`src/rtl/mcr3_rom_loader_if.sv`:
```
// -----------------------------------------------------------------------------
// mcr3_rom_loader_if
// Bundles every signal the MCR3 ROM loader exchanges with the outside world:
//   - hps_io download stream : ioctl_download, ioctl_index, ioctl_wr,
//                              ioctl_addr, ioctl_dout, ioctl_wait
//   - SDRAM port1 (main/snd) : port1_req/ack toggle pair, port1_a/ds/d
//   - SDRAM port2 (sprites)  : port2_req/ack toggle pair, port2_a/ds/d
//   - core background bus    : dl_wr, dl_addr, dl_data
//   - status                 : rom_loaded, error
// Modport master is the loader itself (it masters the SDRAM and dl_* writes);
// modport slave is the environment (hps_io, SDRAM controller, core).
// -----------------------------------------------------------------------------
interface mcr3_rom_loader_if;
  logic        ioctl_download;
  logic [7:0]  ioctl_index;
  logic        ioctl_wr;
  logic [24:0] ioctl_addr;
  logic [7:0]  ioctl_dout;
  logic        ioctl_wait;

  logic        port1_req;
  logic        port1_ack;
  logic [22:0] port1_a;
  logic [1:0]  port1_ds;
  logic [15:0] port1_d;

  logic        port2_req;
  logic        port2_ack;
  logic [17:0] port2_a;
  logic [1:0]  port2_ds;
  logic [15:0] port2_d;

  logic        dl_wr;
  logic [14:0] dl_addr;
  logic [7:0]  dl_data;

  logic        rom_loaded;
  logic        error;

  modport master (
    input  ioctl_download, ioctl_index, ioctl_wr, ioctl_addr, ioctl_dout,
    output ioctl_wait,
    output port1_req, port1_a, port1_ds, port1_d,
    input  port1_ack,
    output port2_req, port2_a, port2_ds, port2_d,
    input  port2_ack,
    output dl_wr, dl_addr, dl_data,
    output rom_loaded, error
  );

  modport slave (
    output ioctl_download, ioctl_index, ioctl_wr, ioctl_addr, ioctl_dout,
    input  ioctl_wait,
    input  port1_req, port1_a, port1_ds, port1_d,
    output port1_ack,
    input  port2_req, port2_a, port2_ds, port2_d,
    output port2_ack,
    input  dl_wr, dl_addr, dl_data,
    input  rom_loaded, error
  );
endinterface

```
`src/rtl/mcr3_rom_loader.sv`:
```
// -----------------------------------------------------------------------------
// mcr3_rom_loader
// Steers the hps_io index-0 ROM download into the MCR3 memories:
//   main/sound ROM -> SDRAM port1, sprite ROM -> SDRAM port2 (address
//   scrambled to the sprite layout), background ROM -> core dl_* bus.
// SDRAM writes use a toggle req/ack handshake; ioctl_wait stalls hps_io until
// the ack arrives or ACK_TIMEOUT expires (which raises the sticky error).
// Ports:
//   clk_sys : system clock
//   reset   : synchronous active-high reset
//   bus     : mcr3_rom_loader_if.master (download, port1, port2, dl, status)
// -----------------------------------------------------------------------------
module mcr3_rom_loader #(
  parameter logic [24:0] SP_BASE     = 25'h12000,
  parameter logic [24:0] BG_BASE     = 25'h32000,
  parameter logic [24:0] ROM_END     = 25'h3A000,
  parameter logic [7:0]  ACK_TIMEOUT = 8'd255
) (
  input  logic              clk_sys,
  input  logic              reset,
  mcr3_rom_loader_if.master bus
);

  typedef enum logic [1:0] {S_IDLE, S_REQ, S_WAIT} state_t;

  state_t      state_q, state_d;
  logic        sel_q, sel_d;          // 0: port1 transfer, 1: port2 transfer
  logic [7:0]  cnt_q, cnt_d;
  logic        p1_req_q, p1_req_d;
  logic [22:0] p1_a_q, p1_a_d;
  logic [1:0]  p1_ds_q, p1_ds_d;
  logic [15:0] p1_d_q, p1_d_d;
  logic        p2_req_q, p2_req_d;
  logic [17:0] p2_a_q, p2_a_d;
  logic [1:0]  p2_ds_q, p2_ds_d;
  logic [15:0] p2_d_q, p2_d_d;
  logic        dl_wr_q, dl_wr_d;
  logic [14:0] dl_addr_q, dl_addr_d;
  logic [7:0]  dl_data_q, dl_data_d;
  logic        dl_act_q, dl_act_d;
  logic        saw_last_q, saw_last_d;
  logic        rom_loaded_q, rom_loaded_d;
  logic        error_q, error_d;

  logic        dl_act, wr_ok, in_rom, accept;
  logic        is_p1, is_p2, is_bg;
  logic        ack_match, timeout;
  logic [24:0] sp_off, bg_off;
  logic        unused_bits;

  assign dl_act = bus.ioctl_download && (bus.ioctl_index == 8'd0);
  assign wr_ok  = bus.ioctl_wr && dl_act;
  assign in_rom = bus.ioctl_addr < ROM_END;
  assign accept = wr_ok && in_rom && (state_q == S_IDLE);

  assign is_p1  = bus.ioctl_addr < SP_BASE;
  assign is_p2  = (bus.ioctl_addr >= SP_BASE) && (bus.ioctl_addr < BG_BASE);
  assign is_bg  = (bus.ioctl_addr >= BG_BASE) && in_rom;

  assign sp_off = bus.ioctl_addr - SP_BASE;
  assign bg_off = bus.ioctl_addr - BG_BASE;
  assign unused_bits = ^{sp_off[24:19], bg_off[24:15]};

  // The transfer is complete once the selected ack has caught up with its req.
  assign ack_match = sel_q ? (bus.port2_ack == p2_req_q) : (bus.port1_ack == p1_req_q);
  assign timeout   = (cnt_q + 8'd1) == ACK_TIMEOUT;

  always_comb begin
    // NOTE: every _d gets a default first so no path leaves it unassigned,
    // which would otherwise infer a latch.
    state_d      = state_q;
    sel_d        = sel_q;
    cnt_d        = '0;
    p1_req_d     = p1_req_q;
    p1_a_d       = p1_a_q;
    p1_ds_d      = p1_ds_q;
    p1_d_d       = p1_d_q;
    p2_req_d     = p2_req_q;
    p2_a_d       = p2_a_q;
    p2_ds_d      = p2_ds_q;
    p2_d_d       = p2_d_q;
    dl_wr_d      = 1'b0;
    dl_addr_d    = dl_addr_q;
    dl_data_d    = dl_data_q;
    dl_act_d     = dl_act;
    saw_last_d   = saw_last_q;
    rom_loaded_d = rom_loaded_q;
    error_d      = error_q;

    // Download start clears status; the later set terms below take priority.
    if (dl_act && !dl_act_q) begin
      rom_loaded_d = 1'b0;
      error_d      = 1'b0;
      saw_last_d   = 1'b0;
    end
    if (!dl_act && dl_act_q)
      rom_loaded_d = !error_q && saw_last_q;

    if (accept && (bus.ioctl_addr == ROM_END - 25'd1))
      saw_last_d = 1'b1;

    // A strobe while a transfer is in flight is dropped and flagged.
    if (wr_ok && (state_q != S_IDLE))
      error_d = 1'b1;

    case (state_q)
      S_IDLE: begin
        if (accept && is_p1) begin
          p1_a_d  = bus.ioctl_addr[23:1];
          p1_ds_d = {bus.ioctl_addr[0], ~bus.ioctl_addr[0]};
          p1_d_d  = {bus.ioctl_dout, bus.ioctl_dout};
          sel_d   = 1'b0;
          state_d = S_REQ;
        end else if (accept && is_p2) begin
          // Sprite layout: S[16] becomes the word LSB, S[15] picks the byte lane.
          p2_a_d  = {sp_off[18:17], sp_off[14:0], sp_off[16]};
          p2_ds_d = {sp_off[15], ~sp_off[15]};
          p2_d_d  = {bus.ioctl_dout, bus.ioctl_dout};
          sel_d   = 1'b1;
          state_d = S_REQ;
        end else if (accept && is_bg) begin
          dl_wr_d   = 1'b1;
          dl_addr_d = bg_off[14:0];
          dl_data_d = bus.ioctl_dout;
        end
      end
      S_REQ: begin
        if (sel_q) p2_req_d = ~p2_req_q;
        else       p1_req_d = ~p1_req_q;
        state_d = S_WAIT;
      end
      S_WAIT: begin
        cnt_d = cnt_q + 8'd1;
        if (ack_match) begin
          state_d = S_IDLE;
          cnt_d   = '0;
        end else if (timeout) begin
          error_d = 1'b1;
          state_d = S_IDLE;
          cnt_d   = '0;
        end
      end
      default: state_d = S_IDLE;
    endcase
  end

  // NOTE: sequential state uses non-blocking assignments so every flop samples
  // the pre-edge values regardless of statement order.
  always_ff @(posedge clk_sys) begin
    if (reset) begin
      state_q      <= S_IDLE;
      sel_q        <= 1'b0;
      cnt_q        <= '0;
      p1_req_q     <= 1'b0;
      p1_a_q       <= '0;
      p1_ds_q      <= '0;
      p1_d_q       <= '0;
      p2_req_q     <= 1'b0;
      p2_a_q       <= '0;
      p2_ds_q      <= '0;
      p2_d_q       <= '0;
      dl_wr_q      <= 1'b0;
      dl_addr_q    <= '0;
      dl_data_q    <= '0;
      dl_act_q     <= 1'b0;
      saw_last_q   <= 1'b0;
      rom_loaded_q <= 1'b0;
      error_q      <= 1'b0;
    end else begin
      state_q      <= state_d;
      sel_q        <= sel_d;
      cnt_q        <= cnt_d;
      p1_req_q     <= p1_req_d;
      p1_a_q       <= p1_a_d;
      p1_ds_q      <= p1_ds_d;
      p1_d_q       <= p1_d_d;
      p2_req_q     <= p2_req_d;
      p2_a_q       <= p2_a_d;
      p2_ds_q      <= p2_ds_d;
      p2_d_q       <= p2_d_d;
      dl_wr_q      <= dl_wr_d;
      dl_addr_q    <= dl_addr_d;
      dl_data_q    <= dl_data_d;
      dl_act_q     <= dl_act_d;
      saw_last_q   <= saw_last_d;
      rom_loaded_q <= rom_loaded_d;
      error_q      <= error_d;
    end
  end

  // Stall drops in the very cycle the ack matches so hps_io resumes at once.
  assign bus.ioctl_wait = (state_q == S_REQ) || ((state_q == S_WAIT) && !ack_match);
  assign bus.port1_req  = p1_req_q;
  assign bus.port1_a    = p1_a_q;
  assign bus.port1_ds   = p1_ds_q;
  assign bus.port1_d    = p1_d_q;
  assign bus.port2_req  = p2_req_q;
  assign bus.port2_a    = p2_a_q;
  assign bus.port2_ds   = p2_ds_q;
  assign bus.port2_d    = p2_d_q;
  assign bus.dl_wr      = dl_wr_q;
  assign bus.dl_addr    = dl_addr_q;
  assign bus.dl_data    = dl_data_q;
  assign bus.rom_loaded = rom_loaded_q;
  assign bus.error      = error_q;

endmodule

```
`src/flat_wrapper.sv`:
```
// flat-port wrapper written by rule: the top's interface ports become plain ports
module mcr3_rom_loader_flat 
#(
  parameter logic [24:0] SP_BASE     = 25'h12000,
  parameter logic [24:0] BG_BASE     = 25'h32000,
  parameter logic [24:0] ROM_END     = 25'h3A000,
  parameter logic [7:0]  ACK_TIMEOUT = 8'd255
)
  (clk_sys, reset, bus_ioctl_download, bus_ioctl_index, bus_ioctl_wr, bus_ioctl_addr, bus_ioctl_dout, bus_ioctl_wait, bus_port1_req, bus_port1_a, bus_port1_ds, bus_port1_d, bus_port1_ack, bus_port2_req, bus_port2_a, bus_port2_ds, bus_port2_d, bus_port2_ack, bus_dl_wr, bus_dl_addr, bus_dl_data, bus_rom_loaded, bus_error);
  mcr3_rom_loader_if bus_i ();
  input  logic clk_sys;
  input  logic reset;
  input wire logic [$bits(bus_i.ioctl_download)-1:0] bus_ioctl_download;
  input wire logic [$bits(bus_i.ioctl_index)-1:0] bus_ioctl_index;
  input wire logic [$bits(bus_i.ioctl_wr)-1:0] bus_ioctl_wr;
  input wire logic [$bits(bus_i.ioctl_addr)-1:0] bus_ioctl_addr;
  input wire logic [$bits(bus_i.ioctl_dout)-1:0] bus_ioctl_dout;
  output wire logic [$bits(bus_i.ioctl_wait)-1:0] bus_ioctl_wait;
  output wire logic [$bits(bus_i.port1_req)-1:0] bus_port1_req;
  output wire logic [$bits(bus_i.port1_a)-1:0] bus_port1_a;
  output wire logic [$bits(bus_i.port1_ds)-1:0] bus_port1_ds;
  output wire logic [$bits(bus_i.port1_d)-1:0] bus_port1_d;
  input wire logic [$bits(bus_i.port1_ack)-1:0] bus_port1_ack;
  output wire logic [$bits(bus_i.port2_req)-1:0] bus_port2_req;
  output wire logic [$bits(bus_i.port2_a)-1:0] bus_port2_a;
  output wire logic [$bits(bus_i.port2_ds)-1:0] bus_port2_ds;
  output wire logic [$bits(bus_i.port2_d)-1:0] bus_port2_d;
  input wire logic [$bits(bus_i.port2_ack)-1:0] bus_port2_ack;
  output wire logic [$bits(bus_i.dl_wr)-1:0] bus_dl_wr;
  output wire logic [$bits(bus_i.dl_addr)-1:0] bus_dl_addr;
  output wire logic [$bits(bus_i.dl_data)-1:0] bus_dl_data;
  output wire logic [$bits(bus_i.rom_loaded)-1:0] bus_rom_loaded;
  output wire logic [$bits(bus_i.error)-1:0] bus_error;
  assign bus_i.ioctl_download = bus_ioctl_download;
  assign bus_i.ioctl_index = bus_ioctl_index;
  assign bus_i.ioctl_wr = bus_ioctl_wr;
  assign bus_i.ioctl_addr = bus_ioctl_addr;
  assign bus_i.ioctl_dout = bus_ioctl_dout;
  assign bus_ioctl_wait = bus_i.ioctl_wait;
  assign bus_port1_req = bus_i.port1_req;
  assign bus_port1_a = bus_i.port1_a;
  assign bus_port1_ds = bus_i.port1_ds;
  assign bus_port1_d = bus_i.port1_d;
  assign bus_i.port1_ack = bus_port1_ack;
  assign bus_port2_req = bus_i.port2_req;
  assign bus_port2_a = bus_i.port2_a;
  assign bus_port2_ds = bus_i.port2_ds;
  assign bus_port2_d = bus_i.port2_d;
  assign bus_i.port2_ack = bus_port2_ack;
  assign bus_dl_wr = bus_i.dl_wr;
  assign bus_dl_addr = bus_i.dl_addr;
  assign bus_dl_data = bus_i.dl_data;
  assign bus_rom_loaded = bus_i.rom_loaded;
  assign bus_error = bus_i.error;
  mcr3_rom_loader #(.SP_BASE(SP_BASE), .BG_BASE(BG_BASE), .ROM_END(ROM_END), .ACK_TIMEOUT(ACK_TIMEOUT)) u_core (.clk_sys(clk_sys), .reset(reset), .bus(bus_i));
endmodule
```
`config.mk`:
```
export PLATFORM = sky130hd
export DESIGN_NAME = mcr3_rom_loader_flat
export DESIGN_NICKNAME = d
export VERILOG_FILES = /design/src/rtl/mcr3_rom_loader_if.sv /design/src/rtl/mcr3_rom_loader.sv /design/src/flat_wrapper.sv
export SDC_FILE = /design/constraint.sdc
export NUM_CORES = 1
export LEC_CHECK = 0
export ABC_AREA = 1
export CAP_MARGIN = 30
export CORE_ASPECT_RATIO = 0.6
export CORE_MARGIN = 1.5
export CORE_UTILIZATION = 30
export DETAILED_ROUTE_END_ITERATION = 10
export HOLD_SLACK_MARGIN = 0.05
export PLACE_DENSITY = 0.56
export SYNTH_ARGS = -nofsm -noshare
export SYNTH_HDL_FRONTEND = slang
export SYNTH_SLANG_ARGS = --single-unit
```
`constraint.sdc`:
```
create_clock -name clk_sys -period 2 [get_ports clk_sys]
set_input_delay 0.4 -clock clk_sys [delete_from_list [all_inputs] [get_ports clk_sys]]
set_output_delay 0.4 -clock clk_sys [all_outputs]
set_load 0.01 [all_outputs]
```
==> results of run 1 <==
report_power, final:
part	internal (mW)	total (mW)	switching [mW]	leakage (nW)
clock	0.864	1.70	0.837	0.142
sequential	2.03	2.03	0.0000179	0.821
combinational	0.146	0.272	0.126	2.19
metal layers:
| metal | part of all wire, % | global-route usage (%) |
|---|---|---|
| met1 | 49 | 24.2 |
| met2 | 41 | 28.4 |
| met3 | 9.3 | 7.34 |
| met4 | 0.59 | 4.09 |
| met5 | 0 | 0 |
final cells by class:
cell class	instances	area [um2]
Sequential cell	102	2040
Tap cell	192	240
Inverter	76	285
Timing Repair Buffer	217	2290
Clock buffer	9	225
Fill cell	1334	6850
Multi-Input combinational cell	399	1840
Clock inverter	7	56.3
how the worst min path moves through the flow:
| stage | slack, ns | cells past startpoint | endpoint |
|---|---|---|---|
| floorplan | 0.44 | 2 | u_core.saw_last_q |
| global placement | 0.44 | 2 | u_core.bus.port1_ds[0] |
| detailed placement | 0.44 | 2 | u_core.bus.port1_ds[0] |
| CTS | 0.46 | 2 | u_core.bus.port1_ds[0] |
| global route | 0.40 | 3 | u_core.bus.port1_a[12] |
| finish | 0.38 | 3 | u_core.bus.port1_a[12] |
registers in the layout, indices dropped and copies added, names as in the netlist, 2 cells and up:
register,cells
u_core.bus.dl_data,8
u_core.bus.port1_ds,2
u_core.bus.port1_d,8
u_core.bus.port2_a,18
u_core.bus.port2_ds,2
u_core.state_q,2
u_core.bus.port2_d,8
u_core.bus.dl_addr,15
u_core.bus.port1_a,23
u_core.cnt_q,8
cell usage after synthesis (all sizes together):
cell    instances
nor2          185
dfxtp         102
nand2          96
inv            76
o21ai          54
nand3          31
buf            30
a21oi          11
clkbuf         10
nand4           7
ha              5
xor2            4
nor3            3
nor4            1
xnor2           1
stage by stage:
stage | hold WS (ns) | setup TNS, ns | setup WS, ns | std cells
2_1_floorplan | 0.444 | 0 | 0.230 | 616
3_3_place_gp | 0.435 | -29.15 | -0.523 | 971
3_5_place_dp | 0.442 | -35.37 | -0.615 | 971
4_1_cts | 0.456 | 0 | 0.0101 | 987
5_1_grt | 0.401 | -0.0643 | -0.0395 | 1002
6_report | 0.376 | 0 | 0.0414 | 1002
logic make-up after synthesis:
group,count (synthesis),share of synthesized area (%)
compound gates,65,7.63
xor+xnor,5,1.02
fa+ha+maj,5,1.45
buf+inv,116,12.3
flops,102,47.3
simple gates,323,30.2
what timing repair did:
item | in CTS | in global routing
resized for setup | 6 | 44
setup endpoints to repair | 48 | 87
gates cloned | 0 | 9
setup buffers | 0 | 6
pin swaps | 1 | 12
critical path, delay by kind of cell:
kind | cells | cell delay [ns]
AND/OR/NAND/NOR | 2 | 0.17
buffers and inverters | 2 | 0.76
AO/OA/AOI/OAI | 2 | 0.22
==> flow_metrics.py, run 1 <==
metrics = {
    "timing": {
        "tightestPinTransition_ns": 0.458,
        "slew_viol_final": 0,
        "hold_viol_final": 0,
        "fmax_mhz": 511,
        "period_needed_ns": 1.96,
        "skew_ns": 0.00659,
        "setup_viol": 0,
        "relSlewSlack_pct": 69.2,
        "period_share_pct": 97.9,
    },
    "cts": {
        "cts_hold_buffers": 0,
        "numCtsBuffers": 9,
        "clk_pin_slew_ns": 0.07,
        "cts_sinks": 102,
        "clkLatencyLatePin_ns": 0.35,
        "cts-root-buf": "clkbuf_16",
        "htreeDepth": 3,
        "cts_tree": "done",
        "cts_buffer_depth": 2,
    },
    "synth": {
        "ys_ff_latch": 102,
        "synth.avg_cell_area_um2": 7.00,
        "synth-seq-area-share_pct": 47.3,
        "synth_cell_type_count": 23,
        "synth_area_leaders": "dfxtp_1, nor2_1, nand2_1",
        "syn-num-nets": 668,
        "yosysTopAreaCellShare_pct": 47.3,
        "synth_area_um2": 4310,
        "postSynthCellCount": 616,
        "yosys_warnings": 0,
        "yosys.area.top_type": "dfxtp_1",
    },
    "cells_and_area": {
        "area_growth_syn_to_layout_pct": 61.9,
        "layout_commonest_cell": "nor2_1",
        "nets": 857,
        "design_area_um2": 6980,
        "final_cell_mix": "nor2_1, clkdlybuf4s50_1, dfxtp_1",
        "antenna_cells": 0,
        "finalCoreUtilization_pct": 50.5,
        "drive_gt1_share_pct": 13.8,
    },
    "critical_path": {
        "crit_chain": "clkdlybuf4s50_1 > nand2_1 > nand3_1 > o21ai_2 > o21ai_1 > clkdlybuf4s15_1",
        "end_kind": "primary output",
        "crit_type": "in2out",
        "start_kind": "input port",
        "crit_path_end": "bus_ioctl_wait",
        "arrival_ns": 1.56,
        "timing.rr.start": "u_core.state_q[0]",
        "crit_fanout": 2,
        "r2r_slack_ns": 0.16,
        "setup.worst_path.start": "bus_port2_ack",
        "cp.required_ns": 1.60,
        "worstRegToRegCells": 10,
        "r2r_end": "u_core.bus.port2_a[10]",
        "critPathMaxStageDelay_ns": 0.50,
        "slowest_stage": "clkdlybuf4s50_1",
    },
    "routing": {
        "route.detailed.drc": 0,
        "final_antenna_net_count": 0,
        "first_pass_iters": 6,
        "viasPerCell": 4.43,
        "wl_per_cell_um": 15.0,
        "initialDrtViolationCount": 209,
        "routed_wl_um": 15000,
        "num_vias": 4440,
    },
    "floorplan": {
        "coreArea_um2": 13800,
        "die_w_um": 158,
        "rows": 33,
        "initial_core_util_pct": 31.2,
        "ios": 153,
        "die_h_um": 95.9,
        "dieArea_um2": 15100,
    },
    "global_route": {
        "grt_pass1_vias": 4144,
        "antenna_found_initial": 0,
        "grt_overflow_total": 0,
        "grt_usage_pct": 18.4,
        "grt_pass1_wl_um": 21300,
        "grt_max_degree": 34,
    },
    "hold_path": {
        "hp-start": "bus_ioctl_addr[13]",
        "hold_path_class": "in2reg",
    },
    "placed_design": {
        "dpl.hpwl_um": 10100,
        "gp_congestion": 0.830,
        "place_area_um2": 6330,
        "numPortBuffers": 152,
    },
    "outcome": {
        "run_status": "finished clean",
    },
    "pwr": {
        "p_per_area_nw_per_um2": 573,
        "fin_total_pwr_mw": 4.00,
        "p_leak_nw": 3.15,
        "peakVddDrop_mv": 0.412,
    },
    "job": {
        "maxCapViolations": 0,
    },
}
Note: power is estimated with default switching activity, not from simulation.
==> inputs of run 2 (changes only) <==
--- a/config.mk
+++ b/config.mk
@@ -12,7 +12,7 @@
 export CORE_UTILIZATION = 30
 export DETAILED_ROUTE_END_ITERATION = 10
 export HOLD_SLACK_MARGIN = 0.05
-export PLACE_DENSITY = 0.56
+export PLACE_DENSITY = 0.58
 export SYNTH_ARGS = -nofsm -noshare
 export SYNTH_HDL_FRONTEND = slang
 export SYNTH_SLANG_ARGS = --single-unit
==> constraint.sdc (replaced) <==
create_clock -name clk_sys -period 1.8 [get_ports clk_sys]
set_input_delay 0.36 -clock clk_sys [delete_from_list [all_inputs] [get_ports clk_sys]]
set_output_delay 0.36 -clock clk_sys [all_outputs]
set_load 0.01 [all_outputs]
==> run 2 against run 1 <==
Critical endpoint is now u_core.bus.port1_d[10]; combinational power up 24%; die area unchanged; via count up 1.2%; largest power group unchanged; worst setup slack better by 0.030 ns.
==> flow_metrics.py, run 2 (synthesis gave the netlist of run 1 again) <==
metrics = {
    "timing": {
        "fin_ws_ns": 0.0711,
        "tightestPinTransition_ns": 0.307,
        "timing.hold.ws_ns": 0.330,
        "slew_viol_final": 0,
        "period_needed_ns": 1.73,
        "relSlewSlack_pct": 79.5,
        "fmax_mhz": 578,
        "hold_viol_final": 0,
        "setup_viol": 0,
        "skew_ns": 0.00598,
        "period_share_pct": 96.0,
    },
    "global_route": {
        "antenna_found_initial": 1,
        "grt_pass1_wl_um": 22900,
        "grt_overflow_total": 0,
        "grt_usage_pct": 20.0,
        "grt_pass1_vias": 4373,
        "grt_max_degree": 43,
    },
    "routing": {
        "wl_per_cell_um": 15.1,
        "initialDrtViolationCount": 209,
        "first_pass_iters": 4,
        "num_vias": 4492,
        "route.detailed.drc": 0,
        "final_antenna_net_count": 0,
        "viasPerCell": 4.42,
        "routed_wl_um": 15400,
    },
    "critical_path": {
        "crit_type": "in2reg",
        "cp.required_ns": 2.09,
        "end_kind": "register",
        "start_kind": "input port",
        "crit_fanout": 6,
        "arrival_ns": 2.02,
    },
    "cells_and_area": {
        "drive_gt1_share_pct": 17.7,
        "area_growth_syn_to_layout_pct": 66.2,
        "layout_commonest_cell": "nor2_1",
        "final_cell_mix": "nor2_1, clkdlybuf4s50_1, dfxtp_1",
        "largest_register_ffs": 23,
        "nFillCells": 1317,
        "antenna_cells": 0,
        "nets": 872,
        "finalCoreUtilization_pct": 51.8,
        "final_cells": 1017,
    },
    "floorplan": {
        "coreArea_um2": 13800,
        "dieArea_um2": 15100,
        "die_w_um": 158,
        "initial_core_util_pct": 31.2,
        "ios": 153,
        "rows": 33,
        "die_h_um": 95.9,
    },
    "pwr": {
        "fin_total_pwr_mw": 4.54,
        "p_leak_nw": 3.31,
        "peakVddDrop_mv": 0.389,
        "internal_power_mw": 3.52,
        "p_per_area_nw_per_um2": 633,
        "combPwrFrac_pct": 7.4,
        "power_frac_seq_pct": 49.7,
        "clkPwrFrac_pct": 42.9,
        "p_sw_mw": 1.02,
        "p_sw_share_pct": 22.5,
    },
    "cts": {
        "clk_pin_slew_ns": 0.07,
        "cts_sinks": 102,
        "cts-root-buf": "clkbuf_16",
        "numCtsBuffers": 9,
        "cts_buffer_depth": 2,
        "clkLatencyLatePin_ns": 0.34,
        "cts_tree": "done",
        "htreeDepth": 3,
        "cts_hold_buffers": 0,
    },
    "placed_design": {
        "dpl.hpwl_um": 10300,
        "dp_slack_ns": -0.745,
        "dp.cells": 972,
        "gp_congestion": 0.827,
        "numPortBuffers": 152,
    },
    "outcome": {
        "run_status": "finished clean",
    },
    "hold_path": {
        "hold_path_class": "in2reg",
    },
    "job": {
        "maxCapViolations": 0,
    },
}
## run 2: power by group through the flow
stage | clock [mW] | combinational [mW] | sequential [mW]
3_3_place_gp | 0 | 0.288 | 2.31
6_report | 1.95 | 0.336 | 2.25
2_1_floorplan | 0 | 0.0676 | 2.31
4_1_cts | 2.01 | 0.308 | 2.25
5_1_grt | 2.10 | 0.357 | 2.25
3_5_place_dp | 0 | 0.291 | 2.31
## run 2: worst paths after layout
path / slack, ns / end / depth (start not counted) / start
worst max register to register: 0.14 / u_core.bus.port2_d[14] / 9 / u_core.state_q[0]
worst min-delay path: 0.33 / u_core.bus.port1_a[14] / 3 / bus_ioctl_addr[15]
worst max-delay path: 0.07 / u_core.bus.port1_d[10] / 13 / bus_ioctl_addr[16]
worst min register to register: 0.45 / u_core.bus.port1_a[22] / 2 / u_core.bus.port1_a[22]
## run 2: area by class of cell
class	count	area [um2]	area share, %
clock buffer	11	233	3.25
clock inverter	5	58.8	0.820
inverter	76	285	3.98
multi-input combinational	400	1940	27.1
sequential	102	2040	28.5
tap	192	240	3.35
timing repair buffer	231	2370	33.0
## run 2: metrics by stage
stage,instance area [um2],TNS (ns)
6_report,7170,0
5_1_grt,7170,-0.123
4_1_cts,6850,-0.0744
3_5_place_dp,6300,-46.24
3_3_place_gp,6300,-37.73
2_1_floorplan,4310,0
## run 2: critical path, cell delays in order
cell and delay [ns]:
clkdlybuf4s50_1 0.45, nand2_1 0.08, inv_1 0.07, nand3_2 0.09
nand2_1 0.07, nor2_1 0.12, nand2_2 0.08, buf_6 0.14
nor2_4 0.12, buf_6 0.15, buf_16 0.14, o21ai_2 0.06
nor2_1 0.09
## run 2: routing by layer
layer	GRT usage [%]	part of all wire, %	routed length [um]
met5	0	0.059	9
met3	6.71	9.4	1450
met2	31.2	42	6520
met1	27.0	47	7280
met4	3.93	0.81	124
## run 2: repair_timing
item | CTS | global route
pin swaps | 7 | 29
cloned | 4 | 5
setup buffers | 14 | 7
gates resized for setup | 39 | 71
endpoints found under the setup margin | 77 | 86
